<file path="src/rtl/ex_alu_stage.sv">
// ex_alu_stage -- RV32I execute stage.
// It computes AND/OR/ADD/SUB on two operands and holds each result, with its
// zero flag, illegal flag and destination tag, in a 2-entry in-order output
// buffer. Both sides of the buffer use valid/ready handshakes.
//
// Ports:
//   clk, rst_n                      clock, asynchronous active-low reset
//   in_valid / in_ready             operation handshake (in_ready is state-only)
//   ALU_Cntrl, op_a, op_b, rd_in    operation code, operands, destination tag
//   flush                           drop all buffered entries (branch mispredict)
//   out_valid / out_ready           head entry handshake
//   out_result, out_zero,
//   out_illegal, out_rd             head entry fields
//   retired_cnt                     number of pops since reset (wraps)
//
// Occupancy states:
//   state | meaning
//   EMPTY | no entries, out_valid low
//   ONE   | head entry valid, tail slot free
//   FULL  | head and tail valid, in_ready low
module ex_alu_stage #(
  parameter int WIDTH = 32,
  parameter int CNT_W = 16
) (
  input  logic             clk,
  input  logic             rst_n,
  input  logic             in_valid,
  output logic             in_ready,
  input  logic [3:0]       ALU_Cntrl,
  input  logic [WIDTH-1:0] op_a,
  input  logic [WIDTH-1:0] op_b,
  input  logic [4:0]       rd_in,
  input  logic             flush,
  output logic             out_valid,
  input  logic             out_ready,
  output logic [WIDTH-1:0] out_result,
  output logic             out_zero,
  output logic             out_illegal,
  output logic [4:0]       out_rd,
  output logic [CNT_W-1:0] retired_cnt
);

  // Entry layout, from MSB to LSB: {illegal, zero, rd[4:0], result[WIDTH-1:0]}
  localparam int EW = WIDTH + 7;

  typedef enum logic [1:0] {
    EMPTY = 2'd0,
    ONE   = 2'd1,
    FULL  = 2'd2
  } occ_t;

  occ_t             r_occ;
  logic [EW-1:0]    r_head;
  logic [EW-1:0]    r_tail;
  logic [CNT_W-1:0] r_retired;

  logic             w_accept;
  logic             w_pop;
  logic [WIDTH-1:0] w_result;
  logic             w_illegal;
  logic             w_zero;
  logic [EW-1:0]    w_entry;

  always_comb begin
    w_result  = '0;
    w_illegal = 1'b0;
    case (ALU_Cntrl)
      4'b0000: w_result = op_a & op_b;
      4'b0001: w_result = op_a | op_b;
      4'b0010: w_result = op_a + op_b;
      4'b0110: w_result = op_a - op_b;
      default: w_illegal = 1'b1;   // result stays 0, so zero reads 1
    endcase
  end

  assign w_zero   = (w_result == '0);
  assign w_entry  = {w_illegal, w_zero, rd_in, w_result};

  assign in_ready  = (r_occ != FULL);
  assign out_valid = (r_occ != EMPTY);
  assign w_accept  = in_valid & in_ready & ~flush;
  assign w_pop     = out_valid & out_ready & ~flush;

  always_ff @(posedge clk or negedge rst_n) begin
    if (!rst_n) begin
      r_occ     <= EMPTY;
      r_head    <= '0;
      r_tail    <= '0;
      r_retired <= '0;
    end else begin
      if (flush) begin
        // Payload registers keep their last value; only occupancy clears.
        r_occ <= EMPTY;
      end else begin
        case (r_occ)
          EMPTY: begin
            if (w_accept) begin
              r_head <= w_entry;
              r_occ  <= ONE;
            end
          end
          ONE: begin
            if (w_accept && w_pop) begin
              r_head <= w_entry;     // new entry replaces the departing head
            end else if (w_accept) begin
              r_tail <= w_entry;
              r_occ  <= FULL;
            end else if (w_pop) begin
              r_occ  <= EMPTY;
            end
          end
          FULL: begin
            if (w_pop) begin
              r_head <= r_tail;
              r_occ  <= ONE;
            end
          end
          default: r_occ <= EMPTY;
        endcase
      end
      if (w_pop) begin
        r_retired <= r_retired + CNT_W'(1);
      end
    end
  end

  assign out_result  = r_head[WIDTH-1:0];
  assign out_rd      = r_head[WIDTH+4:WIDTH];
  assign out_zero    = r_head[WIDTH+5];
  assign out_illegal = r_head[WIDTH+6];
  assign retired_cnt = r_retired;

endmodule

</file>
<file path="config.mk">
export PLATFORM = sky130hd
export DESIGN_NAME = ex_alu_stage
export DESIGN_NICKNAME = d
export VERILOG_FILES = /design/src/rtl/ex_alu_stage.sv
export SDC_FILE = /design/constraint.sdc
export NUM_CORES = 1
export LEC_CHECK = 0
export ABC_CLOCK_PERIOD_IN_PS = 4900
export CAP_MARGIN = 20
export CORE_UTILIZATION = 35
export CTS_CLUSTER_DIAMETER = 30
export DETAILED_ROUTE_END_ITERATION = 8
export PLACE_DENSITY = 0.61
export SYNTH_ARGS = -nofsm -noshare
export SYNTH_HDL_FRONTEND = slang
export SYNTH_SLANG_ARGS = --single-unit
</file>
<file path="constraint.sdc">
create_clock -name clk -period 4.9 [get_ports clk]
set_input_delay 0.735 -clock clk [delete_from_list [all_inputs] [get_ports clk]]
set_output_delay 0.735 -clock clk [all_outputs]
set_load 0.02 [all_outputs]
</file>
* Yosys cells after proc, flatten, opt, wreduce, memory -nomap -nowiden
Index checks and enable logic that the tools add are counted. Widths: inputs -> output; s select.
Word-level totals: flip-flop bits (word level) 96, latch bits 0, RAM bits 0, memory bits (read-only) 0, input port bits 78, output and inout bits 57, word-level logic and storage cells 51, memories kept 0
Cells by class: $add $sub $neg 3, multiply operators 0, div/mod/pow operators 0, magnitude comparators 0, equal/unequal tests 13, shift-type cells 0, muxes and demuxes 13, bitwise gates (word level) 8, reductions and logical operators 10
Operators by type and width (count):
- $pmux 32 s4 | 1
- $mux 39 | 3
- $pmux 39 s3 | 1
- $add 32x32->32 | 1
- $and 32x32->32 | 1
- $logic_not 32->1 | 1
- $or 32x32->32 | 1
- $sub 32x32->32 | 1
- $add 16x1->16 const B | 1
- $mux 2 | 6
- $ne 3x3->1 const B | 3
- $ne 2x2->1 const B | 4
- $reduce_and 4->1 | 2
- $pmux 2 s3 | 1
- $reduce_and 5->1 | 1
- $and 1x1->1 | 4
- $eq 4x1->1 const B | 1
- $eq 4x2->1 const B | 1
- $eq 4x3->1 const B | 1
- $logic_not 4->1 | 1
- $ne 4x4->1 const B | 1
- $reduce_or 4->1 | 1
- $reduce_bool 3->1 | 1
- $eq 2x1->1 const B | 1
- other kinds (6) | 7

* Longest topological paths before layout
Gate-level depths: netlist of run 1.
depth after elaboration 8, depth in mapped cells 19, gate-level depth less buffers 18

* Worst setup path before layout of run 1
Ideal clock, no wire load.
path type input to register, start point input port op_b[14], end point register r_head[37], library setup time 0.077 ns, arrival time 4.508 ns, required time 4.823 ns, slack 0.314 ns, stages on the path 15, path buffers 0, cell sequence or4_4 or4_2 o21ai_0 xor2_1 ha_1 a211oi_1 o21bai_1 nor2_1 a311oi_1 or4_1 a31o_1 a211o_2 nor4_2 nand4_1 a21oi_1
Between the ends: word-level cells in the longest chain between the ends 5, elaborated cells on any way between the ends 9, those cells by class add/sub: 2; mux: 4; bitwise: 2; reduce/logical: 1
RTL lines:
- start: declaration | RTL line 31 | input logic [WIDTH-1:0] op_b,
- $sub 32x32->32 (tied with other cells) | RTL line 71 | 4'b0110: w_result = op_a - op_b;
- $pmux 32 s4 (*) | RTL line 67 | case (ALU_Cntrl)
- $logic_not 32->1 (*) | RTL line 76 | assign w_zero = (w_result == '0);
- $mux 39, on equally long branches | RTL line 103, 97
- $pmux 39 s3 (*) | RTL line 95 | case (r_occ)
- end signal: assignment | RTL line 98 | r_head <= w_entry;
- end signal: assignment | RTL line 104 | r_head <= w_entry;
- end signal: assignment | RTL line 114 | r_head <= r_tail;
- end: declaration | RTL line 53 | logic [EW-1:0] r_head;
Mark *: on every way between the ends. The rest lies on a longest branch, timed or not. The select of a mux whose other input is x is not followed. A chain may end at the register's enable or synchronous reset.

* Worst setup path after layout of run 1
Ends and elaborated chain as after synthesis.

==> results.md, run 1 <==
* Synth warnings at 0
* DP Area at 10,500 sq um
* Critical path's largest stage delay at 0.54 ns
* # DRC at 0
* Required @ worst endpoint at 5.17 ns
* Critical Path AT at 5.01 ns
* Post-synthesis simple-gate area fraction at 0.194
* Final Cycle Share at 0.968
* Vias in the first global route at 7,404
* Sequential-to-total area share from yosys stat at 0.312
* Fin worst setup slack at 0.159 ns
* Critical Path Sink Type: register
* Clock buffer depth at 2
* Actual slew at the worst max-slew pin at 0.884 ns
* GPL Wtd Cong at 0.914
* Pleak at 4.87 nW
* Number of flops mapped to enable cells by yosys at 0
* Crit path launch type: primary input
* All-layer global routing usage at 0.217
* Vias at 7,818
* Chip width at 150 um
* Initial antenna violation count at 0
* RR Startpoint: r_occ[1]
* DP Worst Slack at -0.297 ns
* Syn Nets at 1,040
* Synth Area in Adders at 0.0934
* Cts hold-fix bufs at 0
* Largest family of logic cells by synthesized area: compound AO/OA/AOI/OAI gates
* RSZ-0062 raised after global routing: yes
* Fin. max-slew vios at 0
* Post-Route Setup TNS at 0 ns
* Clock Pin Slew Worst Setup and Hold Paths at 0.07 ns
* Setup violators final at 0
* Worst Setup Path Type: primary input to register
* Global-route wire length before repair at 38,600 um
* Avg Cell Area, Syn at 8.31 sq um
* Post-Synth XOR/XNOR Area at 0.0638
* Synth Instances at 926
* Slowest-stage cell, CP: or4_4
* Post-CTS Resized at 0
* CTS Sinks at 96
* P&R area growth vs syn at 41.2%
* Synth Flop Type: dfrtp_1
* Synth async-reset ratio at 1.00
* HPWL Detailed at 19,200 um
* Final instance area at 10,900 sq um
* Clock skew at 0.00541 ns
* Fin util at 0.510
* Die ar. at 22,600 sq um
* Synth Area in Compound Gates at 0.258
* Initial cell density of the core at 0.361
* CTS tree: built
* DR pass1 iterations at 6
* Drt initial violations at 476
* Synthesized area at 7690 sq um
* Endpoints failing hold at 0
* Antenna cells at 0
* Pwr dens at 264 nW/um^2
* Root Driver: clkbuf_16
* Normalized max-slew margin at 0.411
* Pin count of the biggest net entering global routing at 66
* Post-CTS setup buffers at 0
* Site row count at 53
* Die height at 150 um
* Crit-path cells: clkdlybuf4s50_1, or4_4, buf_4, nand2b_4, or2_1, o31ai_1, xor2_1, ha_1, nand4_1, buf_4, o21bai_1, a31oi_1, o211ai_1, a21o_1, a21oi_2, nor4b_4, nand4_1, a21oi_1
* Grt total ovfl at 0
* Clk_lat worst skew at 0.34 ns
* CP top delay family: simple AND/OR/NAND/NOR gates
* Share of layout cells above drive strength 1 at 0.202
* Synth unique cells at 81
* Achievable Freq at 211 MHz
* Layout Nets at 1,312
* Crit Path Max Fanout at 6
* CP startpoint: op_b[14]
* Max_cap viols at 0
* WL/cell at 16.2 um
* Status: completed
* Critical path buffers and inverters at 3
* Total CTS buffers at 9
* Multiplexer share of the synthesized area at 0.0350
* WL final at 23,900 um
* Tmin final at 4.74 ns
* Worst min path class: primary input to async pin
* Vias per cell at 5.29
* I/O Pins at 135
* Total power at 2.87 mW
* #FFs+latches synth at 96
* Area of the core at 21,300 sq um
* H-tree depth at 3
* Port bufs at 134
* VDD IR max at 0.167 mV
* Routed Antenna Nets at 0
placed cells by master, fill, tap and decap left out, drive strengths merged, types with 7 or more instances in the layout:
master / count
xnor2: 24
nor3: 19
mux2i: 19
o21a: 10
o31ai: 18
mux2: 7
nor2: 65
a21oi: 82
nor4: 10
a21o: 18
inv: 18
o211ai: 8
ha: 35
clkdlybuf4s50: 133
a211oi: 14
buf: 180
nand3: 9
nand4: 18
xor2: 32
nand2: 128
maj3: 26
clkbuf: 11
dfrtp: 96
o21ai: 95
a221oi: 7
and3: 9
per-layer routing:
layer  GRT usage  part of all wire  wire length, um
met5           0                 0                0
met4      0.0551             0.016              382
met3      0.0255             0.046             1110
met2       0.339              0.43            10400
met1       0.316              0.50            12000
where the power goes:
part           total (mW)  internal, mW  switching, mW
Sequential          0.973         0.900         0.0735
Combinational        1.12         0.547          0.573
Clock               0.777         0.479          0.299
logic make-up (layout without fill, tap and decap cells):
logic type	Yosys count	in the layout
mux	26	26
fa+ha+maj	62	62
buf+inv	69	346
simple gates	305	305
xor+xnor	56	56
flops	96	96
compound gates	312	312
worst paths after layout:
kind / to / slack, ns / depth (start not counted)
worst max-delay path: r_head[37] / 0.16 / 18
worst min-delay path: retired_cnt[4] / 0.48 / 1
worst max register to register: r_tail[25] / 2.43 / 6
worst min register to register: r_head[11] / 0.48 / 2
max in group asynchronous: r_head[16] / 3.51 / 2
min in group clk: r_head[11] / 0.48 / 2
sequential cells by signal, indices dropped and copies added (netlist names):
| register | count |
|---|---|
| r_tail | 39 |
| retired_cnt | 16 |
| r_occ | 2 |
| r_head | 39 |
Yosys cell counts (all sizes together), types with 4 or more instances:
| library cell | count | share of area |
|---|---|---|
| maj3 | 26 | 0.034 |
| a211oi | 14 | 0.014 |
| ha | 35 | 0.057 |
| or4 | 6 | 0.0065 |
| buf | 4 | 0.0041 |
| o211ai | 8 | 0.0078 |
| a21o | 18 | 0.018 |
| a31o | 4 | 0.0046 |
| clkbuf | 48 | 0.032 |
| nand2 | 128 | 0.062 |
| or2 | 5 | 0.0041 |
| o21ai | 95 | 0.062 |
| nor4 | 10 | 0.011 |
| xnor2 | 24 | 0.027 |
| a22oi | 6 | 0.0059 |
| nand4 | 18 | 0.015 |
| nor2b | 4 | 0.0033 |
| inv | 17 | 0.0083 |
| o31a | 4 | 0.0046 |
| o21a | 10 | 0.0098 |
| a221oi | 7 | 0.0080 |
| or3 | 6 | 0.0049 |
| nand3 | 9 | 0.0059 |
| a21oi | 82 | 0.054 |
| a211o | 5 | 0.0059 |
| mux2i | 19 | 0.025 |
| xor2 | 32 | 0.036 |
| o31ai | 18 | 0.018 |
| a22o | 6 | 0.0068 |
| nand2b | 6 | 0.0059 |
| nor3 | 19 | 0.012 |
| dfrtp | 96 | 0.31 |
| a31oi | 5 | 0.0041 |
| and3 | 9 | 0.0076 |
| nor2 | 65 | 0.032 |
| and2 | 5 | 0.0042 |
| mux2 | 7 | 0.010 |
worst reg2reg max path: cells and delay by family, from the launching register on:
family                 cells  cell delay (ns)
DFF                        1             0.44
buffers and inverters      1             0.38
AOI/OAI and AO/OA          2             0.59
and+or+nand+nor            3             1.00
final cells by class:
| cell class | count | area, sq um |
|---|---|---|
| Tap cell | 275 | 344 |
| Inverter | 17 | 63.8 |
| Multi-Input combinational cell | 761 | 5030 |
| Fill cell | 2073 | 10400 |
| Clock inverter | 5 | 86.3 |
| Sequential cell | 96 | 2400 |
| Clock buffer | 11 | 253 |
| Timing Repair Buffer | 313 | 2680 |
metrics by stage:
step	hold WS [ns]	std cells
detailed placement	0.466	1462
global placement	0.457	1462
global route	0.497	1478
floorplan	0.439	926
finish	0.475	1478
CTS	0.481	1478
(Power assumes the default switching activity.)
==> run 2: changes to the inputs <==
- ABC_AREA: unset -> 1
- PLACE_DENSITY: 0.61 -> 0.6
==> run 2 against run 1 <==
Compared with the run above: hold slack lost 0.0098 ns; via count grew 11%; area after synthesis grew 7.4%; final area shrank 5.1%; sequential share of layout area grew 1.2 points; combinational power grew 16%; maximum frequency grew 4.3%; critical path depth grew 8; routed wire length grew 13%; final cell count grew 20%; clock power shrank 16%; die area grew 7.3%; critical path type unchanged; highest routed layer unchanged.
==> results.md, run 2 <==
* Status: completed
* Setup violators final at 0
* Critical Path Sink Type: register
* Syn Nets at 1,437
* Pin count of the biggest net entering global routing at 60
* All-layer global routing usage at 0.230
* Initial cell density of the core at 0.360
* Normalized max-slew margin at 0.357
* Achievable Freq at 220 MHz
* Post-Route Setup TNS at 0 ns
* # DRC at 0
* Number of flops mapped to enable cells by yosys at 0
* Worst Setup Path Type: primary input to register
* WL final at 27,200 um
* Routed Antenna Nets at 0
* Actual slew at the worst max-slew pin at 0.963 ns
* Count leader, synth: nand2_1
* Largest cells by area after synthesis: dfrtp_1 (29%), nand2_1 (20%), inv_1 (9.0%)
* DP Worst Slack at 0.0649 ns
* Crit Path Max Fanout at 5
* Sequential-to-total area share from yosys stat at 0.291
* Global-route wire length before repair at 43,300 um
* Clk_lat worst skew at 0.33 ns
* Fill cell total of the finished layout at 2,443
* DR pass1 iterations at 5
* Chip width at 156 um
* Cell accounting for the most synthesized area: dfrtp_1
* Share of layout cells above drive strength 1 at 0.0507
* Fin util at 0.450
* Worst hold slack at 0.466 ns
* Most common cell after layout, fill and taps aside: nand2_1
* Initial antenna violation count at 1
* Total CTS buffers at 9
* Root Driver: clkbuf_16
* Clock skew at 0.00923 ns
* Max_cap viols at 0
* #FFs+latches synth at 96
* CTS tree: built
* Port bufs at 134
* GPL Wtd Cong at 0.940
* Fin. max-slew vios at 0
* H-tree depth at 3
* Pleak at 5.34 nW
* Vias per cell at 4.88
* Final Cycle Share at 0.928
* Avg Cell Area, Syn at 6.24 sq um
* VDD IR max at 0.183 mV
* Site row count at 55
* Drt initial violations at 593
* Layout Nets at 1,570
* Worst min path class: primary input to async pin
* Area of the core at 22,900 sq um
* Pwr dens at 299 nW/um^2
* HPWL Detailed at 21,900 um
* WL/cell at 15.3 um
* Fin worst setup slack at 0.352 ns
* Synth top area share at 0.291
* Die ar. at 24,200 sq um
* Vias at 8,665
* Synth warnings at 0
* Critical Path AT at 4.82 ns
* I/O Pins at 135
* Synth Instances at 1,323
* Synth Flop Type: dfrtp_1
* Clock Pin Slew Worst Setup and Hold Paths at 0.06 ns
* P&R area growth vs syn at 24.8%
* Die height at 156 um
* CTS Sinks at 96
* Commonest non-fill, non-tap cells in the layout: nand2_1 (444), inv_1 (197), nor2_1 (134)
* RSZ-0062 raised after global routing: no
* Synth unique cells at 41
* Synthesized area at 8260 sq um
* Tmin final at 4.55 ns
* Endpoints failing hold at 0
* Synth top cells by count: nand2_1 (445), inv_1 (198), nor2_1 (136), dfrtp_1 (96), nand3_1 (83)
* Crit path launch type: primary input
* Required @ worst endpoint at 5.17 ns
* Vias in the first global route at 7,979
* Grt total ovfl at 0
* Synth async-reset ratio at 1.00
* Clock buffer depth at 2
[run 2: changes by cell type after synthesis, moves of 14 or more]
cell / before / now
a211oi_1: 14 / 0
a21o_1: 18 / 0
a21oi_1: 81 / 56
clkbuf_1: 41 / 20
inv_1: 16 / 198
mux2i_1: 19 / 0
nand2_1: 128 / 445
nand3_1: 9 / 83
nor2_1: 65 / 136
o21ai_0: 95 / 75
o31ai_1: 18 / 4
[run 2: worst max-delay path, stage by stage]
cell,delay [ns]
clkdlybuf4s50_1,0.50
nor2_1,0.25
nand3_1,0.17
nor3_1,0.21
buf_4,0.17
inv_1,0.05
o31ai_1,0.32
xor2_1,0.19
inv_1,0.06
ha_1,0.39
nand2_1,0.14
nor2_1,0.17
nand2_1,0.16
nor2_1,0.14
nand2_1,0.12
nand3_1,0.10
nand2_1,0.05
nand3_1,0.20
nand2_1,0.14
nor2_1,0.12
nand2_1,0.06
nor2_1,0.09
nand4_1,0.11
nand2_1,0.07
nand2_1,0.05
nand2_1,0.05
[run 2: what timing repair did]
action / in CTS / in global routing
buffers inserted: 0 / 0
resized for setup: 0 / 2
hold buffers: 0 / 0
setup endpoints to repair: 0 / 2
[run 2: path summary, 6_finish.rpt]
check / from / endpoint / slack [ns] / cells after the start
max: op_b[8] / r_head[37] / 0.35 / 26
min: rst_n / r_head[36] / 0.47 / 1
max reg2reg: r_occ[1] / r_head[6] / 2.35 / 13
min reg2reg: r_tail[36] / r_tail[36] / 0.47 / 2
max in group asynchronous: rst_n / r_head[31] / 3.42 / 2
min in group clk: r_tail[36] / r_tail[36] / 0.47 / 2
[run 2: per-stage QoR]
step           cells  total power [mW]  instance area [sq um]
2_1_floorplan   1323              1.89                   8260
3_3_place_gp    1758              2.43                  10000
3_5_place_dp    1758              2.45                  10000
4_1_cts         1774              3.11                  10300
5_1_grt         1775              3.31                  10300
6_report        1775              3.08                  10300
[run 2: kinds of logic after synthesis]
| group | Yosys count | synth area share |
|---|---|---|
| and+or+nand+nor | 727 | 0.366 |
| buffers and inverters | 238 | 0.111 |
| AOI/OAI and AO/OA | 160 | 0.103 |
| DFF | 96 | 0.291 |
| adders and majority gates | 58 | 0.0821 |
| xor gates and xnor gates | 44 | 0.0467 |
[run 2: cell type report]
type	count	area [sq um]	area share
multi-input combinational	989	4960	0.481
sequential	96	2400	0.233
timing repair buffer	157	1510	0.147
inverter	203	762	0.0739
tap	313	392	0.0380
clock buffer	12	246	0.0239
clock inverter	4	30.0	0.00291
antenna	1	2.50	0.000243
[run 2: where the power goes]
| part | total (mW) | switching [mW] | internal, mW |
|---|---|---|---|
| clock network | 0.651 | 0.292 | 0.359 |
| logic | 1.30 | 0.760 | 0.539 |
| registers | 1.14 | 0.127 | 1.01 |
| total | 3.08 | 1.18 | 1.91 |
[run 2: routing by layer]
| metal | wire length (um) | global-route usage | vias to the layer above | share of wire |
|---|---|---|---|---|
| met5 | 0 | 0 | - | 0 |
| met4 | 576 | 0.0724 | 0 | 0.021 |
| met3 | 1290 | 0.0194 | 31 | 0.048 |
| met2 | 12000 | 0.360 | 253 | 0.44 |
| met1 | 13300 | 0.334 | 3964 | 0.49 |
| li1 | - | - | 4417 | - |
